$ cat src/rtl/syn_arb_pkg.sv
// Shared types and sizing constants for the din-lane arbiters.
package syn_arb_pkg;

    typedef enum logic {
        IDLE = 1'b0,
        HOLD = 1'b1
    } arb_state_t;

    localparam int STAT_W = 16;
    localparam int HOLD_W = 8;

endpackage

$ cat src/rtl/rr_pick.sv
// Combinational round-robin pick: first valid requester after i_ptr, wrapping modulo N.
module rr_pick #(
    parameter int N = 4
) (
    input  logic [N-1:0]         i_valid,
    input  logic [$clog2(N)-1:0] i_ptr,
    output logic [N-1:0]         o_onehot,
    output logic [$clog2(N)-1:0] o_idx,
    output logic                 o_any
);

    always_comb begin
        int                   w_c;
        logic [$clog2(N)-1:0] w_cidx;
        o_onehot = '0;
        o_idx    = '0;
        o_any    = 1'b0;
        w_c      = 0;
        w_cidx   = '0;
        // k runs 1..N so the pointer's own slot is searched last
        for (int k = 1; k <= N; k++) begin
            w_c    = (int'(i_ptr) + k) % N;
            w_cidx = w_c[$clog2(N)-1:0];
            if (!o_any && i_valid[w_cidx]) begin
                o_any            = 1'b1;
                o_onehot[w_cidx] = 1'b1;
                o_idx            = w_cidx;
            end
        end
    end

endmodule

$ cat src/rtl/syn_din_arb.sv
// Round-robin arbiter sharing the din lane; each granted word is held HOLD_CYCLES clocks.
// Define SYN_DIN_ARB_STATS_EN to add saturating per-requester grant counters (grant_cnt).
module syn_din_arb
    import syn_arb_pkg::*;
#(
    parameter int N_REQ       = 4,
    parameter int DW          = 4,
    parameter int HOLD_CYCLES = 2
) (
    input  logic                     clk,
    input  logic                     rst,
    input  logic [N_REQ-1:0]         req_valid,
    input  logic [N_REQ*DW-1:0]      req_data,
    output logic [N_REQ-1:0]         req_ready,
    output logic [DW-1:0]            din,
    output logic                     din_valid,
`ifdef SYN_DIN_ARB_STATS_EN
    output logic [$clog2(N_REQ)-1:0] grant_id,
    output logic [N_REQ*STAT_W-1:0]  grant_cnt
`else
    output logic [$clog2(N_REQ)-1:0] grant_id
`endif
);

    localparam int IW = $clog2(N_REQ);

    arb_state_t        r_state;
    arb_state_t        w_state_nxt;
    logic [HOLD_W-1:0] r_cnt;
    logic [IW-1:0]     r_ptr;
    logic [IW-1:0]     w_idx;
    logic [N_REQ-1:0]  w_onehot;
    logic              w_any;
    logic              w_window;
    logic              w_xfer;
    logic [DW-1:0]     r_din;
    logic              r_din_valid;
    logic [IW-1:0]     r_grant_id;

    rr_pick #(.N(N_REQ)) u_pick (
        .i_valid  (req_valid),
        .i_ptr    (r_ptr),
        .o_onehot (w_onehot),
        .o_idx    (w_idx),
        .o_any    (w_any)
    );

    always_ff @(posedge clk or posedge rst) begin
        if (rst) r_state <= IDLE;
        else     r_state <= w_state_nxt;
    end

    always_comb begin
        w_state_nxt = r_state;
        case (r_state)
            IDLE:    if (w_xfer) w_state_nxt = HOLD;
            HOLD:    if (r_cnt == '0 && !w_xfer) w_state_nxt = IDLE;
            default: w_state_nxt = IDLE;
        endcase
    end

    // ready is forced low during reset even though the pick sees live valids
    always_comb begin
        w_window  = (r_state == IDLE) || (r_cnt == '0);
        req_ready = '0;
        if (w_window && !rst) req_ready = w_onehot;
        w_xfer    = w_window && w_any && !rst;
    end

    always_ff @(posedge clk or posedge rst) begin
        if (rst) begin
            r_cnt       <= '0;
            r_ptr       <= IW'(N_REQ - 1);
            r_din       <= '0;
            r_din_valid <= 1'b0;
            r_grant_id  <= '0;
        end else if (w_xfer) begin
            r_cnt       <= HOLD_W'(HOLD_CYCLES - 1);
            r_ptr       <= w_idx;
            r_din       <= req_data[int'(w_idx)*DW +: DW];
            r_din_valid <= 1'b1;
            r_grant_id  <= w_idx;
        end else if (r_state == HOLD) begin
            if (r_cnt != '0) r_cnt       <= r_cnt - 1'b1;
            else             r_din_valid <= 1'b0;
        end
    end

    assign din       = r_din;
    assign din_valid = r_din_valid;
    assign grant_id  = r_grant_id;

`ifdef SYN_DIN_ARB_STATS_EN
    function automatic logic [STAT_W-1:0] sat_inc(input logic [STAT_W-1:0] v);
        return (v == '1) ? v : v + 1'b1;
    endfunction

    logic [N_REQ-1:0][STAT_W-1:0] r_stat;

    always_ff @(posedge clk or posedge rst) begin
        if (rst) begin
            r_stat <= '0;
        end else if (w_xfer) begin
            for (int i = 0; i < N_REQ; i++)
                if (w_onehot[i]) r_stat[i] <= sat_inc(r_stat[i]);
        end
    end

    assign grant_cnt = r_stat;
`endif

endmodule

$ cat config.mk
export PLATFORM = sky130hd
export DESIGN_NAME = syn_din_arb
export DESIGN_NICKNAME = d
export VERILOG_FILES = /design/src/rtl/syn_arb_pkg.sv /design/src/rtl/rr_pick.sv /design/src/rtl/syn_din_arb.sv
export SDC_FILE = /design/constraint.sdc
export NUM_CORES = 1
export LEC_CHECK = 0
export ABC_AREA = 1
export CAP_MARGIN = 10
export CORE_MARGIN = 2
export CORE_UTILIZATION = 52
export CTS_CLUSTER_DIAMETER = 80
export CTS_CLUSTER_SIZE = 40
export DETAILED_ROUTE_END_ITERATION = 12
export PLACE_DENSITY = 0.82
export SLEW_MARGIN = 20
export SYNTH_ARGS = -nofsm -noshare
export SYNTH_HDL_FRONTEND = slang
export SYNTH_HIERARCHICAL = 1
export SYNTH_SLANG_ARGS = --single-unit
$ cat constraint.sdc
create_clock -name clk -period 2.7 [get_ports clk]
set_clock_uncertainty 0.05 [all_clocks]
set_input_delay 0.675 -clock clk [delete_from_list [all_inputs] [get_ports clk]]
set_output_delay 0.675 -clock clk [all_outputs]
set_load 0.02 [all_outputs]
==> After elaboration in Yosys (flattened, before gate mapping) <==
Cells that the tools add are included.
{ "word_totals": {"word_cells": 86, "in_bits": 22, "out_inout_bits": 11, "reg_bits": 18} }
{ "classes": {"order_cmp": 8, "addsub": 5, "n_eq_ne": 1, "n_shift": 1, "mux": 38, "n_reduce_logical": 23, "bitwise": 4} }
{ "ops": {"columns": ["cell", "count"], "rows": [
  ["8-bit two-way mux", 3],
  ["4-bit two-way mux", 5],
  ["1-bit two-way mux", 17],
  ["16-bit by 5-bit variable part select with 4-bit output", 1],
  ["2-bit by 3-bit less-than comparator with 1-bit output (second input constant)", 4],
  ["4-bit OR", 3],
  ["1-bit logical AND", 11],
  ["1-bit binary-select mux with 2-bit select", 4],
  ["1-bit demux with 2-bit select", 4],
  ["2-bit by 1-bit >= comparator with 1-bit output (second input constant)", 4],
  ["8-bit logical NOT", 1],
  ["2-bit two-way mux", 4],
  ["8-bit nonzero test", 1],
  ["8-bit by 1-bit subtractor with 8-bit output (second input constant)", 1],
  ["1-bit logical NOT", 5],
  ["2-bit by 1-bit adder with 2-bit output (second input constant)", 2],
  ["2-bit adder (second input constant)", 2],
  ["2-bit AND reduction", 2],
  ["2-bit nonzero test", 2],
  ["2-bit inequality test (second input constant)", 1],
  ["1-bit one-hot mux with 2 select lines", 1],
  ["1-bit logical OR", 1],
  ["1-bit NOT", 1]
]} }

==> Longest topological paths before layout <==
Gate-level depths: netlist of run 1.
{ "logic_depth": {"ltp_word": 19, "ltp_mapped": 17, "mapped_depth_nobuf": 14} }

==> By module <==
Netlist of run 1, hierarchy kept.
{ "by_module_without_submodules": {"columns": ["mod", "cells_each", "area_per_inst_um2", "n_inst", "seq_area_each_um2"], "rows": [
  ["syn_din_arb", 173, 1163.6, 1, 452.9],
  ["rr_pick", 81, 535.5, 1, 0.0]
]} }

==> Worst setup path after synthesis of run 1 <==
No wires, ideal clock.
{ "synth_timing": {"path_type": "flip-flop to output port", "from": "reg r_ptr[0]", "to": "out req_ready[0]", "t_required_ns": 1.975, "arrival_time_ns": 2.087, "n_path_buf": 2, "path_stages_with_launch": 13, "slack_ns": -0.112, "path_cell_list": "dfstp_2 -> buf_6 -> inv_8 -> ha_1 -> inv_2 -> nand3_4 -> nand2_4 -> nor2_4 -> buf_6 -> nand4_1 -> nand3_1 -> inv_1 -> nor2_1"} }
{ "synth_via": {"elab_chain_len": 14, "word_cells_on_any_way": 49, "cone_classes": "4 x add/sub; 8 x order compare; 24 x mux; 3 x bitwise; 10 x reduce/logical"} }
{ "synth_rtl": {"columns": ["element", "line_no", "text"], "rows": [
  ["start, declared", "syn_din_arb.sv:30", "logic [IW-1:0] r_ptr;"],
  ["start signal, assigned", "syn_din_arb.sv:73", "r_ptr <= IW'(N_REQ - 1);"],
  ["start signal, assigned", "syn_din_arb.sv:79", "r_ptr <= w_idx;"],
  ["parallel branches: the longest is 12 deep, another holds 2-bit by 3-bit less-than comparator with 1-bit output", null, null],
  ["4-bit two-way mux (*)", "rr_pick.sv:24", "if (!o_any && i_valid[w_cidx]) begin"],
  ["named net w_onehot[0]", "syn_din_arb.sv:32", "logic [N_REQ-1:0] w_onehot;"],
  ["4-bit two-way mux (*)", "syn_din_arb.sv:66", "if (w_window && !rst) req_ready = w_onehot;"],
  ["end, declared", "syn_din_arb.sv:14", "output logic [N_REQ-1:0] req_ready,"]
]} }
Mark *: on every way through the listed nets, which the timed path passes. The select of a mux whose other input is x is not followed.

==> Final worst setup path of run 1 <==
{ "layout_timing": {"from": "reg r_ptr[0]", "to": "out req_ready[2]"} }
The elaborated chain is that of the path after synthesis.

==> results of run 1 <==
==> tightest hold or removal path, delay by kind of cell (launching register included) <==
family	cells	cell delay, ns
AND/OR/NAND/NOR	2	0.11
flip-flops	1	0.35
==> report_power, final <==
part	switching (mW)	internal (mW)
clock	0.0889	0.0823
combinational	0.0659	0.0643
sequential	0	0.270
==> sequential cells by signal (all words and copies together), names as in the netlist <==
register,count
din,4
din_valid,1
grant_id,2
r_cnt,8
r_ptr,2
r_state,1
==> logic make-up (layout without fill, tap and decap cells) <==
group | after synthesis | in the layout | synth area share, %
buffers and inverters | 44 | 102 | 12.1
AND/OR/NAND/NOR | 168 | 169 | 49.3
flip-flops | 18 | 18 | 26.7
AO/OA/AOI/OAI | 15 | 15 | 5.30
adder cells (fa/ha/maj) | 9 | 9 | 6.63
==> layout by cell type (no fill, tap or decap) <==
cell,Yosys,final
dfrtp_1,16,16
nand2_4,5,7
o211ai_1,2,2
dlygate4sd2_1,0,4
nand2_1,73,72
inv_8,1,1
clkbuf_4,0,3
nand3_4,3,3
ha_4,0,1
nor2_4,4,8
inv_4,0,2
inv_1,29,22
ha_1,9,8
clkinv_1,1,1
dfstp_2,2,2
a21oi_1,8,4
nor2_1,29,25
a21boi_1,0,2
o21ai_0,1,1
nand3_1,30,27
nand4_1,18,18
a21boi_0,4,2
nand3_2,0,3
inv_2,5,10
nand2_2,5,4
buf_4,0,29
clkdlybuf4s50_1,0,24
clkbuf_8,0,1
a21oi_2,0,4
or2_2,1,1
nor2_2,0,1
buf_6,4,5
==> layout make-up <==
type / count / area, um2
Fill cell: 243 / 706
Inverter: 36 / 148
Multi-Input combinational cell: 193 / 1130
Sequential cell: 18 / 453
Tap cell: 44 / 55.1
Clock buffer: 4 / 36.3
Timing Repair Buffer: 62 / 549
==> routing by layer <==
metal	wire length [um]	GRT usage [%]
met1	1910	31.4
met5	0	0
met4	37	6.52
met2	2110	44.1
met3	250	4.83
==> final timing paths <==
| check | start | end | slack, ns | cells past startpoint |
|---|---|---|---|---|
| min in group asynchronous | rst | r_state$_DFF_PP0_ | 0.73 | 3 |
| worst min-delay path | din[1]$_DFFE_PP0P_ | din[1]$_DFFE_PP0P_ | 0.44 | 2 |
| max in group asynchronous | rst | r_ptr[0]$_DFFE_PP1P_ | 1.57 | 3 |
| worst max register to register | r_ptr[0]$_DFFE_PP1P_ | din[2]$_DFFE_PP0P_ | 0.14 | 18 |
| worst min register to register | din[1]$_DFFE_PP0P_ | din[1]$_DFFE_PP0P_ | 0.44 | 2 |
| worst max-delay path | r_ptr[0]$_DFFE_PP1P_ | req_ready[2] | -0.11 | 11 |
==> through the flow <==
stage          hold slack (ns)  TNS (ns)  total power [mW]
2_1_floorplan            0.415   -0.0354             0.337
3_3_place_gp             0.406     -2.53             0.389
3_5_place_dp             0.419     -2.97             0.390
4_1_cts                  0.445    -0.408             0.566
5_1_grt                  0.467    -0.784             0.602
6_report                 0.438    -0.398             0.571
==> what timing repair did <==
action / CTS / global route
cloned: 1 / 0
setup endpoints to repair: 4 / 8
resized for setup: 47 / 6
buffers inserted: 7 / 2
pin swaps: 18 / 7
hold buffers: 0 / 0
==> results by group, run 1 <==
Synth
  • Post-synth EDFFs: 0
  • Top post-synthesis cells by area: dfrtp_1 24%, nand2_1 16%, nand3_1 8.8%
  • Most frequent cell after synthesis: nand2_1
  • Yosys cell types: 23
  • Syn Nets: about 290
  • Syn_area_per_cell: ~6.7 um2
  • Post-synthesis cell area: 1700 um2
  • Yosys top cell area share: about a quarter
  • Ys async rst share: 100%
  • Synth area leader: dfrtp_1
  • Ys flop type: dfrtp_1
  • Yosys reg bits: 18
  • Post-synthesis sequential area ratio: between 20% and 30%
  • Post-Syn Instances: about 250
  • Most frequent cells after synthesis: 73 x nand2_1, 30 x nand3_1, 29 x inv_1, 29 x nor2_1, 18 x nand4_1
  • Synth Warn #: 6

Setup path
  • CP arrival: between 2 and 2.5 ns
  • Worst-path cell chain: inv_8 -> ha_4 -> inv_4 -> nand3_4 -> nand2_4 -> nor2_4 -> a21oi_2 -> nand3_2 -> inv_2 -> nor2_4 -> buf_6
  • Delay-heaviest family, CP: flip-flops
  • CP startpoint kind: register
  • Crit path kind: register to output pin
  • CP bufs+invs: 4
  • Critical Path Sink Type: output pin
  • Critical Path RT: 1.98 ns
  • Critical path's slowest cell: dfstp_2
  • Most frequent CP cell: nor2_4
  • CP peak stage delay: about 0.60 ns
  • Crit Path Max Fanout: 6

Run
  • Max_cap viols: 0

Finish
  • Finished Cell Area: roughly 2400 um2
  • Area growth, synth to finish: 39.6%
  • Layout cells sized above 1: 27.2%
  • Nets: 345
  • Final core utilization: 77.1%
  • Ant. Diodes: 0
  • Final cell count without fillers: between 300 and 400

STA
  • Fin. max-slew vios: 0
  • RSZ-0062 raised after global routing: true
  • Final number of hold-violating endpoints: 0
  • Final worst setup slack: -0.108 ns
  • Final period utilization: 104%
  • Post-route minimum period: roughly 2.8 ns
  • Final setup vio count: 4
  • Slew Limit Headroom: 70.4%
  • Fmax: between 0.3 and 0.4 GHz
  • Measured slew at the worst slew-check pin: roughly 0.44 ns

Outcome
  • Failing checks: setup timing
  • Status: finished, violations left

Hold path
  • Hold Path Class: register to register

Placed design
  • Dpl cells: between 300 and 400
  • Input/output buffers: 32
  • GPL Wtd Cong: roughly 0.84
  • Placed Area: about 2200 um2
  • Setup slack after placement: -0.679 ns
  • Final HPWL DP: 3020 um

Clock network
  • Cts bufs inserted: 3
  • CTS clock-pin slew for the worst setup and hold paths: 0.10 ns
  • CTS tree: done
  • Sink Count: 18
  • H-Tree Depth: 1
  • CTS Buffer Depth: 2
  • Clock root buffer master: clkbuf_4
  • Clk_lat worst skew: 0.30 ns

Global routing
  • Largest net degree at the start of global routing: 26
  • Grt ovf: 0
  • Global-route wire length before repair: 7110 um
  • Vias in the first global route: roughly 1700
  • Initial antenna violation count: 0
  • Tot GR Track Use: 25.1%

Die
  • Initial Util: a little under three fifths
  • I/O pin count: 33
  • Row count: 20
  • Die height: slightly above 60 um
  • Core area: 3080 um2
  • Area of the die: approximately 3700 um2
  • DIE WIDTH: about 61 um

Route
  • Iter 0 DRT Violations: 111
  • Average wire per standard cell: between 10 and 15 um
  • Pre-Repair DR Iteration Count: 4
  • Via Count: around 1800
  • Post-route ant nets: 0
  • Via/cell ratio: 5.16
  • # DRC: 0
  • Detailed Route WL: 4310 um

Power
  • Maximum VDD drop: between 0.0002 and 0.00025 V
  • Pwr Density: roughly 240 nW/um2
  • Pleak: between 1 and 1.5 nW
Note: power is estimated with default switching activity, not from simulation.
==> run 2: changes to the inputs <==
--- a/constraint.sdc
+++ b/constraint.sdc
@@ -4,2 +4,2 @@
 set_output_delay 0.675 -clock clk [all_outputs]
-set_load 0.02 [all_outputs]
+set_load 0.1 [all_outputs]
==> run 2 against run 1 <==
The flow still finishes with violations (setup timing). Sequential share of layout area increased by 0.42 points. Die area unchanged. Worst setup slack got worse by 0.14 ns. Via count decreased by 0.76%. Fmax decreased by 4.8%. Critical path depth unchanged. Wire length decreased by 6.2%. Hold slack got worse by 0.0038 ns. Cell count decreased by 2.0%. Power decreased by 6.3%. Final area decreased by 2.2%. Register-to-register slack about the same. Critical path type is now primary input to output pin. Largest power group unchanged. Highest routed layer unchanged.
==> results by group, run 2 (synthesis gave the netlist of run 1 again) <==
Hold path
  • Hold Crit Start: grant_id[1]$_DFFE_PP0P_
  • WHS Path Cells: 2 (unchanged)
  • Hold Path Class: register to register
  • Worst Hold Endpoint: grant_id[1]$_DFFE_PP0P_

Finish
  • Finished Cell Area: 2320 um2 (-2.2%)
  • Area growth, synth to finish: 36.6%
  • Ant. Diodes: 0 (unchanged)
  • Layout cells sized above 1: 26.5% (-0.69 points)
  • Commonest non-fill, non-tap cell in the layout: nand2_1
  • Final core utilization: 75.4% (-1.7 points)
  • Nets: 338 (-2.0%)
  • Top reg by flops: r_cnt
  • Flip-flop count of the largest register after layout: 8 (unchanged)
  • Most frequent cells in the layout: 72 x nand2_1, 29 x buf_4, 28 x nand3_1
  • Final cell count without fillers: 350 (-2.0%)
  • # fillers: 250 (+2.9%)

Power
  • Combinational group share of total power: 23.5% (+0.7 points)
  • Clk pwr share: 26.1% (-3.9 points)
  • P_int: 388 uW (-6.7%)
  • Pleak: 1.19 nW (-1.9%)
  • Sequential share of power: 50.4% (+3.2 points)
  • Pwr Density: 231 nW/um2 (-4.2%)
  • Tot Pwr: 535 uW (-6.3%)
  • Sw frac: 27.4% (+0.31 points)
  • Switching pwr: 147 uW (-5.2%)
  • Maximum VDD drop: 0.000125 V (-47%)

Die
  • Row count: 20 (unchanged)
  • DIE WIDTH: 61.2 um (unchanged)
  • Core area: 3080 um2 (unchanged)
  • I/O pin count: 33 (unchanged)
  • Initial Util: 55.2% (unchanged)
  • Die height: 61.2 um (unchanged)
  • Area of the die: 3740 um2 (unchanged)

Clock network
  • Clk_lat worst skew: 0.29 ns (about the same)
  • H-Tree Depth: 1 (unchanged)
  • CTS Buffer Depth: 2 (unchanged)
  • Cts bufs inserted: 3 (unchanged)
  • Clock root buffer master: clkbuf_4
  • CTS tree: done
  • Sink Count: 18 (unchanged)
  • Cts hold-fix bufs: 0 (unchanged)
  • CTS clock-pin slew for the worst setup and hold paths: 0.11 ns (about the same)

Global routing
  • Grt ovf: 0 (unchanged)
  • Initial antenna violation count: 0 (unchanged)
  • Largest net degree at the start of global routing: 26 (unchanged)
  • Global-route wire length before repair: 6730 um (-5.2%)
  • Tot GR Track Use: 23.2% (-1.9 points)
  • Vias in the first global route: 1642 (-2.7%)

Setup path
  • Delay-heaviest family, CP: simple AND/OR/NAND/NOR gates
  • CP peak stage delay: 0.43 ns (-0.17 ns)
  • Reg2Reg Setup Slack: 0.14 ns (about the same)
  • Worst-path cell chain: clkdlybuf4s50_1 -> inv_2 -> nand2_1 -> nand3_2 -> nand2_2 -> nor2_4 -> nand4_1 -> nand3_2 -> inv_2 -> nor2_4 -> buf_12
  • Critical Path Sink Type: output pin
  • CP bufs+invs: 4 (unchanged)
  • FF-to-FF End: din[3]$_DFFE_PP0P_
  • Stages on the worst setup path: 11 (unchanged)
  • Crit path kind: primary input to output pin
  • Critical path's slowest cell: clkdlybuf4s50_1
  • CP arrival: 2.23 ns (+0.15 ns)
  • R2R Path Start: r_ptr[0]$_DFFE_PP1P_
  • CP startpoint kind: primary input
  • Reg2reg path depth: 17 (-1)
  • Critical Path RT: 1.98 ns (about the same)
  • Crit Path Max Fanout: 5 (-1)

STA
  • Slew Limit Headroom: 71.7% (+1.3 points)
  • Final setup vio count: 4 (unchanged)
  • Fmax: 0.339 GHz (-4.8%)
  • Post-route minimum period: 2.95 ns (+0.143 ns)
  • WHS: 0.435 ns (-0.00384 ns)
  • Final number of hold-violating endpoints: 0 (unchanged)
  • RSZ-0062 raised after global routing: true
  • Fin. max-slew vios: 0 (unchanged)
  • Measured slew at the worst slew-check pin: 0.425 ns (-0.0195 ns)
  • Final period utilization: 109% (+5.3 points)
  • TNS Setup: -0.843 ns (-0.445 ns)
  • Final worst setup slack: -0.251 ns (-0.143 ns)

Run
  • Max_cap viols: 0 (unchanged)

Route
  • Via Count: 1828 (-0.76%)
  • Via/cell ratio: 5.22 (+1.2%)
  • Average wire per standard cell: 11.6 um (-4.3%)
  • Iter 0 DRT Violations: 89 (-20%)
  • # DRC: 0 (unchanged)
  • Pre-Repair DR Iteration Count: 5 (+1)
  • Post-route ant nets: 0 (unchanged)
  • Detailed Route WL: 4040 um (-6.2%)

Placed design
  • Input/output buffers: 32 (unchanged)
  • Placed Area: 2220 um2 (+1.3%)
  • GPL Wtd Cong: 0.906 (+8.1%)
  • Dpl cells: 341 (-0.58%)
  • Final HPWL DP: 2870 um (-5.1%)
  • Setup slack after placement: -0.258 ns (+0.420 ns)

Outcome
  • Failing checks: setup timing
  • Status: finished, violations left
run 2: cell count changes in the layout (fill, tap and decap cells not counted), sizes merged:
cell | before | now
clkdlybuf4s50 | 24 | 18
dlygate4sd2 | 4 | 3
run 2: power by group through the flow:
| stage | combinational [mW] | clock (mW) | sequential, mW |
|---|---|---|---|
| 2_1_floorplan | 0.0640 | 0 | 0.275 |
| 3_3_place_gp | 0.116 | 0 | 0.275 |
| 3_5_place_dp | 0.118 | 0 | 0.275 |
| 4_1_cts | 0.124 | 0.140 | 0.270 |
| 5_1_grt | 0.140 | 0.153 | 0.270 |
| 6_report | 0.126 | 0.140 | 0.270 |
run 2: cell type report:
| type | count | area, um2 | area share (%) |
|---|---|---|---|
| clock buffers | 4 | 26.3 | 1.13 |
| inverters | 36 | 148 | 6.36 |
| multi-input cells | 193 | 1120 | 48.4 |
| flip-flops and latches | 18 | 453 | 19.5 |
| well taps | 44 | 55.1 | 2.37 |
| repair buffers | 55 | 515 | 22.2 |
run 2: repair_timing:
action | in CTS | in global routing
pin swaps | 6 | 5
buffers inserted | 3 | 1
cloned | 1 | 0
setup endpoints to repair | 4 | 7
resized for setup | 12 | 4
run 2: how the worst max path moves through the flow:
stage	from	end	slack [ns]
floorplan	r_ptr[0]$_DFFE_PP1P_	req_ready[0]	-0.16
global placement	req_valid[3]	req_ready[3]	-0.21
detailed placement	req_valid[3]	req_ready[3]	-0.26
CTS	r_ptr[0]$_DFFE_PP1P_	req_ready[0]	-0.19
global route	req_valid[0]	req_ready[1]	-0.32
finish	req_valid[0]	req_ready[1]	-0.25
run 2: layer usage:
layer	global-route usage [%]	wire length [um]	vias up	share of wire, %
met5	0	0	-	0
met2	39.8	1940	75	48
met4	5.28	47	0	1.2
met3	3.15	215	8	5.3
li1	-	-	920	-
met1	30.9	1840	825	46
run 2: worst register-to-register path, stage by stage, from the launching register on:
cell     delay, ns
dfstp_2       0.60
inv_8         0.04
ha_4          0.29
inv_4         0.05
nand3_4       0.11
nand2_4       0.10
nor2_4        0.13
buf_4         0.12
buf_4         0.11
nand3_1       0.06
a21oi_1       0.23
buf_6         0.20
nor2_1        0.06
nor2_1        0.08
nand2_1       0.05
nand2_1       0.07
nand4_1       0.08
nand2_1       0.08
